--- src/rtl/demux_1to8_deser.sv ---
// Serial-to-parallel receiver: steers a 1-bit stream into 8 slots and hands each byte out via valid/ready.
// Optional feature macro: DEMUX_PARITY_EN (9-bit frames with a trailing even-parity bit).
module demux_1to8_deser #(
    parameter bit LSB_FIRST = 1'b1
) (
    input  logic       clk,
    input  logic       rst_n,
    input  logic       sync_clr,
    input  logic       din,
    input  logic       din_valid,
    output logic [7:0] dout,
    output logic       dout_valid,
    input  logic       dout_ready,
    output logic [2:0] sel,
    output logic       overflow,
    output logic       parity_err,
    output logic       state_dbg
);

    // Output handshake: a word transfers on any edge where dout_valid=1 and dout_ready=1;
    // dout holds steady while dout_valid=1 and no transfer occurs.
    typedef enum logic {
        EMPTY = 1'b0,
        FULL  = 1'b1
    } buf_state_t;

    buf_state_t state_q, state_d;

    logic [2:0] sel_q;
    logic [7:0] acc_q;
    logic [7:0] acc_merged;
    logic [2:0] slot;
    logic       accept;
    logic       complete;
    logic [7:0] word;
    logic       perr_new;
    logic       load;
    logic       ovf_set;
    logic [7:0] dout_q;
    logic       perr_q;
    logic       ovf_q;

    assign accept = din_valid & ~sync_clr;
    assign slot   = LSB_FIRST ? sel_q : (3'd7 - sel_q);

    always_comb begin
        acc_merged       = acc_q;
        acc_merged[slot] = din;
    end

`ifdef DEMUX_PARITY_EN
    logic phase_q;

    // The parity bit completes the frame; the data byte is already fully in acc.
    assign complete = accept & phase_q;
    assign word     = acc_q;
    assign perr_new = ^{acc_q, din};

    always_ff @(posedge clk or negedge rst_n) begin
        if (!rst_n) begin
            sel_q   <= 3'd0;
            acc_q   <= 8'h00;
            phase_q <= 1'b0;
        end else if (sync_clr) begin
            sel_q   <= 3'd0;
            acc_q   <= 8'h00;
            phase_q <= 1'b0;
        end else if (din_valid) begin
            if (phase_q) begin
                phase_q <= 1'b0;
            end else begin
                acc_q <= acc_merged;
                sel_q <= sel_q + 3'd1;
                if (sel_q == 3'd7) begin
                    phase_q <= 1'b1;
                end
            end
        end
    end
`else
    assign complete = accept & (sel_q == 3'd7);
    assign word     = acc_merged;
    assign perr_new = 1'b0;

    always_ff @(posedge clk or negedge rst_n) begin
        if (!rst_n) begin
            sel_q <= 3'd0;
            acc_q <= 8'h00;
        end else if (sync_clr) begin
            sel_q <= 3'd0;
            acc_q <= 8'h00;
        end else if (din_valid) begin
            acc_q <= acc_merged;
            sel_q <= sel_q + 3'd1;
        end
    end
`endif

    always_comb begin
        state_d = state_q;
        load    = 1'b0;
        ovf_set = 1'b0;
        case (state_q)
            EMPTY: begin
                if (complete) begin
                    state_d = FULL;
                    load    = 1'b1;
                end
            end
            FULL: begin
                // A completion while the consumer stalls is dropped, not queued.
                if (complete) begin
                    if (dout_ready) begin
                        load = 1'b1;
                    end else begin
                        ovf_set = 1'b1;
                    end
                end else if (dout_ready) begin
                    state_d = EMPTY;
                end
            end
            default: state_d = EMPTY;
        endcase
    end

    always_ff @(posedge clk or negedge rst_n) begin
        if (!rst_n) begin
            state_q <= EMPTY;
            dout_q  <= 8'h00;
            perr_q  <= 1'b0;
            ovf_q   <= 1'b0;
        end else begin
            state_q <= state_d;
            if (load) begin
                dout_q <= word;
                perr_q <= perr_new;
            end
            if (sync_clr) begin
                ovf_q <= 1'b0;
            end else if (ovf_set) begin
                ovf_q <= 1'b1;
            end
        end
    end

    assign dout       = dout_q;
    assign dout_valid = (state_q == FULL);
    assign sel        = sel_q;
    assign overflow   = ovf_q;
    assign parity_err = perr_q;
    assign state_dbg  = state_q;

endmodule

--- config.mk ---
export PLATFORM = sky130hd
export DESIGN_NAME = demux_1to8_deser
export DESIGN_NICKNAME = d
export VERILOG_FILES = /design/src/rtl/demux_1to8_deser.sv
export SDC_FILE = /design/constraint.sdc
export NUM_CORES = 1
export LEC_CHECK = 0
export CORE_MARGIN = 10
export CORE_UTILIZATION = 45
export DETAILED_ROUTE_END_ITERATION = 7
export PLACE_DENSITY = 0.73
export SETUP_SLACK_MARGIN = 0.15
export SLEW_MARGIN = 0
export SYNTH_ARGS = -nofsm -noshare
export SYNTH_HDL_FRONTEND = slang
export SYNTH_SLANG_ARGS = --single-unit
--- constraint.sdc ---
create_clock -name clk -period 1.55 [get_ports clk]
set_input_delay 0.155 -clock clk [delete_from_list [all_inputs] [get_ports clk]]
set_output_delay 0.155 -clock clk [all_outputs]
set_load 0.01 [all_outputs]
==> results.md, run 1 <==
* Status: complete, no violations
* Syn Area/Cell at 11.81 µm²
* Area Overhead vs Synth at 42.37%
* MaxCap Viol Count at 0
* Sequential share of the synthesized area at 47.84%
* CP Capture Type: flip-flop
* Yosys top cell area share at 47.84%
* R2R Path Start: sel[1]
* Die Area at 4818 µm²
* Clock-pin slew on the worst setup and hold paths at 120 ps
* Critical path data arrival time at 1690 ps
* Peak supply drop at 494.6 µV
* GR Overflow Total at 0
* Port bufs at 19
* Clock latency on the worst-skew pair at 300 ps
* Via/cell ratio at 5.090
* First-pass GRT wire length at 4091 µm
* DR WL/cell at 14.76 µm
* CP max-delay cell: dfrtp_1
* Busiest grt layer: met2
* R2r setup slk at 40 ps
* H-tree depth at 1
* Most common cell on crit path: ha_4
* Cell-by-cell trace of the critical path: ha_4, ha_4, nand2_4, nor3_4, buf_12, mux2_4
* Fin. Hold Viols at 0
* Synth Area in Adders at 2.278%
* Crit path time final at 1506 ps
* Reg2reg end: dout[1]
* Synth async-reset ratio at 100.0%
* Overall Global Routing Usage at 10.00%
* Delay-heaviest family, CP: flip-flops
* Yosys warns at 0
* Final Non-Filler Cells at 155
* Fin nets at 136
* RSZ-0062 raised after global routing: true
* Clock tree buffer depth at 2
* Largest net degree at the start of global routing at 22
* Root Driver: clkbuf_4
* Pwr Total at 1.030 mW
* Finish-stage setup viols at 0
* Met3 Track Usage GR at 3.566%
* Synth Area in Simple Gates at 15.95%
* Path depth of the worst reg2reg path at 6
* CP max FO at 6
* CP Buf/Inv Count at 1
* Layout cells sized above 1 at 30.71%
* WL final at 2288 µm
* Die height at 69.41 µm
* Via Count at 789
* Initial antenna violation count at 0
* Crit share post-route at 97.19%
* Commonest cells in the netlist: 21 x dfrtp_1, 15 x mux2i_1, 12 x nor2_1
* Synth Flop Type: dfrtp_1
* Final design utilization at 68.72%
* EDFF count, synth at 0
* Setup Skew at 6.989 ps
* TritonCTS Buffers at 3
* FF+latch count, synth at 21
* Die Width at 69.41 µm
* Worst path max stage delay at 440 ps
* Drc violations at 0
* Placed cells at 144
* DR iter-0 viols at 17
* Hpwl dp at 1570 µm
* DRT Pass-1 Iters at 4
* Hold WC Path Type: input pin to async pin
* # rows at 17
* Fmax at 663.8 MHz
* XOR/XNOR Fraction of Synth Area at 0.7973%
* Pwr per Cell Area at 658.5 nW/µm²
* Core Area at 2276 µm²
* Vias in the first global route at 861
* Mux cell area share after synthesis at 20.84%
* Met1 usage at 11.69%
* Post-synthesis compound-gate area fraction at 4.670%
* Global Route met2 Usage at 16.13%
* CP required at 1740 ps
* Placer Congestion at 0.7638
* Post-Syn Area at 1099 µm²
* Remaining antenna violation count at 0
* Yosys top cell by area: dfrtp_1
* Crit Path Class: flip-flop to flip-flop
* Initial Util at 48.27%
* Sink Count at 21
* Ports at 21
* CP startpoint kind: flip-flop
* Final hold slack at 195.5 ps
* Most common cell in the netlist: dfrtp_1
* Main combinational cell family by area after synthesis: multiplexers
* Synth unique cells at 27
* CTS tree: done
* ANT cells at 0
* Synth top area cells: dfrtp_1 48%, mux2i_1 14%, mux2_4 4.1%, nor2_1 4.1%, a211oi_1 3.4%
* Slew Viols, Final at 0
* Post-Synthesis Cells at 93
* Post-Syn Nets at 101
* Cell leakage power at 0.8388 nW
-- final cells by class --
class,count,area (µm²)
fill,168,711.9
multi-input combinational,58,548.0
sequential,21,526.8
timing repair buffer,39,409.1
tap,28,35.03
clock buffer,4,26.28
inverter,5,18.77
-- worst max path at each step --
stage / from / to / cells after the start
floorplan: sel[1] / dout[0] / 5
global placement: din_valid / dout[1] / 5
detailed placement: din_valid / dout[7] / 5
CTS: sel[0] / dout[0] / 4
global route: sel[1] / dout[0] / 6
finish: sel[1] / dout[1] / 6
-- sequential cells by signal, summed over array words and instances (netlist names) --
register,count
dout,8
dout_valid,1
acc_q,8
sel,3
overflow,1
-- layout by cell type (no fill, tap or decap), types with 3 or more instances in the layout --
| master | count |
|---|---|
| clkdlybuf4s50_1 | 5 |
| buf_4 | 14 |
| buf_6 | 4 |
| dlymetal6s2s_1 | 12 |
| inv_1 | 5 |
| mux2i_1 | 15 |
| clkbuf_4 | 3 |
| dfrtp_1 | 20 |
| a211oi_1 | 4 |
| nor2_1 | 12 |
| mux2_4 | 4 |
| nand3b_1 | 3 |
-- power by group --
part	leakage, nW	internal, mW	switching, mW
clock network	0.0150	0.100	0.158
registers	0.260	0.565	0.0141
logic	0.564	0.0990	0.0932
total	0.839	0.764	0.265
-- kinds of logic after synthesis --
family          Yosys count
simple gates             26
mux                      21
flops                    21
buf+inv                  14
compound gates            7
fa+ha+maj                 2
other cells               1
xor+xnor                  1
-- timing repair --
action | 4_1_cts | 5_1_grt
setup buffers | 6 | 1
setup endpoints to repair | 11 | 25
gates resized for setup | 7 | 20
pin swaps | 1 | 2
hold buffers | 0 | 0
gates cloned | 0 | 0
-- through the flow --
step / worst slack [ps] / TNS, ps / instance area [µm²]
final: 43.57 / 0 / 1564
after global routing: -18.78 / -54.20 / 1564
after CTS: 29.64 / 0 / 1493
after detailed placement: 7.636 / 0 / 1400
after global placement: 13.24 / 0 / 1400
after floorplan: -82.87 / -248.6 / 1114
-- metal layers --
| metal | part of all wire, % | up-vias |
|---|---|---|
| li1 | - | 385 |
| met1 | 44 | 386 |
| met2 | 49 | 16 |
| met3 | 6.1 | 2 |
| met4 | 0.61 | 0 |
| met5 | 0 | - |
Note: power is estimated with default switching activity, not from simulation.
==> run 2, diff against run 1 <==
--- a/config.mk
+++ b/config.mk
@@ -7,6 +7,7 @@
 export LEC_CHECK = 0
 export CORE_MARGIN = 10
 export CORE_UTILIZATION = 45
+export CTS_CLUSTER_SIZE = 14
 export DETAILED_ROUTE_END_ITERATION = 7
 export PLACE_DENSITY = 0.73
 export SETUP_SLACK_MARGIN = 0.15
==> results of run 2 <==
The final DEF is identical to that of run 1; final timing and power are the same.
==> run 3, diff against run 2 <==
--- a/config.mk
+++ b/config.mk
@@ -9,9 +9,10 @@
 export CORE_UTILIZATION = 45
 export CTS_CLUSTER_SIZE = 14
 export DETAILED_ROUTE_END_ITERATION = 7
-export PLACE_DENSITY = 0.73
+export PLACE_DENSITY = 0.71
 export SETUP_SLACK_MARGIN = 0.15
 export SLEW_MARGIN = 0
 export SYNTH_ARGS = -nofsm -noshare
 export SYNTH_HDL_FRONTEND = slang
 export SYNTH_SLANG_ARGS = --single-unit
+export TNS_END_PERCENT = 10
==> run 3 against run 2 <==
Effect of this change:
- sequential share of layout area up 2.1 points
- power down 1.2%
- non-clock buffer count down 1
- first-iteration DRC count up 65%
==> results.md, run 3 (synthesized netlist as in run 1, its figures left out) <==
* Final design utilization at 64.60%
* Clock-pin slew on the worst setup and hold paths at 120 ps
* Finish-stage setup viols at 0
* Hold WC Path Type: input pin to async pin
* R2R Path Start: sel[1]
* Most common cell after layout, fill and taps aside: dfrtp_1
* Path depth of the worst reg2reg path at 6
* Ports at 21
* Clock power share at 26.2%
* Area Overhead vs Synth at 33.83%
* Core Area at 2276 µm²
* GR Overflow Total at 0
* RSZ-0062 raised after global routing: true
* CP startpoint kind: flip-flop
* R2r setup slk at 30 ps
* Clock tree buffer depth at 2
* Fin nets at 135
* CTS tree: done
* Vias in the first global route at 793
* WL final at 2352 µm
* Initial Util at 48.27%
* Port bufs at 19
* Crit path time final at 1519 ps
* Sw Ratio at 26.13%
* Most frequent cells in the layout: 20 x dfrtp_1, 17 x buf_4, 16 x clkdlybuf4s50_1
* Via Count at 785
* MaxCap Viol Count at 0
* Hold buffer count at cts at 0
* Critical path data arrival time at 1710 ps
* CP max FO at 5
* CP required at 1740 ps
* Sw Pwr at 0.2659 mW
* Remaining antenna violation count at 0
* Root Driver: clkbuf_4
* Die height at 69.41 µm
* DRT Pass-1 Iters at 4
* Slew Viols, Final at 0
* Cell leakage power at 0.7052 nW
* Drc violations at 0
* Hpwl dp at 1697 µm
* Placer Congestion at 0.7800
* Die Area at 4818 µm²
* Clock latency on the worst-skew pair at 300 ps
* Crit share post-route at 98.01%
* Sink Count at 21
* Pwr Total at 1.017 mW
* Largest net degree at the start of global routing at 22
* # rows at 17
* Initial antenna violation count at 0
* Comb power frac at 17.1%
* DR iter-0 viols at 28
* H-tree depth at 1
* Final hold slack at 176.5 ps
* Via/cell ratio at 5.097
* Peak supply drop at 590.1 µV
* Status: complete, no violations
* First-pass GRT wire length at 3836 µm
* Fmax at 658.3 MHz
* DR WL/cell at 15.27 µm
* Setup Skew at 11.07 ps
* Overall Global Routing Usage at 9.463%
* Die Width at 69.41 µm
* Crit Path Class: flip-flop to flip-flop
* CP Capture Type: flip-flop
* Reg2reg end: dout[7]
* Pint at 0.7515 mW
* Pwr per Cell Area at 692.0 nW/µm²
* Reg power frac at 56.7%
* Layout cells sized above 1 at 27.78%
* ANT cells at 0
* TritonCTS Buffers at 3
* Fin. Hold Viols at 0
==> run 3: per-stage QoR <==
step           instance area [µm²]  setup WS, ps  setup TNS [ps]  std cells
2_1_floorplan                 1099        -104.5          -313.5         93
3_3_place_gp                  1375        -65.64          -407.9        146
3_5_place_dp                  1375        -80.23          -546.5        146
4_1_cts                       1441        -25.91          -116.8        152
5_1_grt                       1470         4.063               0        154
6_report                      1470         30.91               0        154
==> run 3: layout make-up <==
| type | instances | area [µm²] |
|---|---|---|
| clock buffers | 4 | 26.28 |
| fillers | 191 | 805.8 |
| inverters | 5 | 18.77 |
| multi-input cells | 58 | 518.0 |
| flip-flops and latches | 21 | 526.8 |
| well taps | 28 | 35.03 |
| repair buffers | 38 | 345.3 |
==> run 3: what timing repair did <==
item / CTS / global route
pin swaps: 1 / 3
setup buffers: 2 / 2
setup endpoints to repair: 12 / 19
resized for setup: 7 / 3
hold endpoints to repair: 0 / 0
==> run 3: power by group through the flow <==
stage | Combinational [mW] | Sequential (mW) | Clock, mW
2_1_floorplan | 0.0970 | 0.590 | 0
3_5_place_dp | 0.175 | 0.587 | 0
6_report | 0.174 | 0.577 | 0.266
4_1_cts | 0.173 | 0.577 | 0.271
5_1_grt | 0.192 | 0.579 | 0.293
3_3_place_gp | 0.171 | 0.587 | 0
==> run 3: critical path, stage by stage, from the launching register on <==
cell and delay [ps]:
dfrtp_1 400, ha_2 210, ha_4 150, nand2_4 60, nor3_4 150, buf_12 150
mux2_4 290
==> run 3: worst max path at each step <==
| stage | end | from | slack (ps) | cells past startpoint |
|---|---|---|---|---|
| floorplan | dout[0] | sel[1] | -100 | 5 |
| global placement | dout[3] | sel[2] | -70 | 5 |
| detailed placement | dout[6] | sel[2] | -80 | 5 |
| CTS | dout[7] | sel[1] | -30 | 6 |
| global route | dout[1] | sel[1] | 4 | 6 |
| finish | dout[7] | sel[1] | 30 | 6 |
==> run 3: per-layer routing <==
layer / track usage (%) / share of wire [%]
met4: 3.991 / 1.3
met3: 3.424 / 7.1
met5: 0 / 0
met2: 14.42 / 45
met1: 11.64 / 46
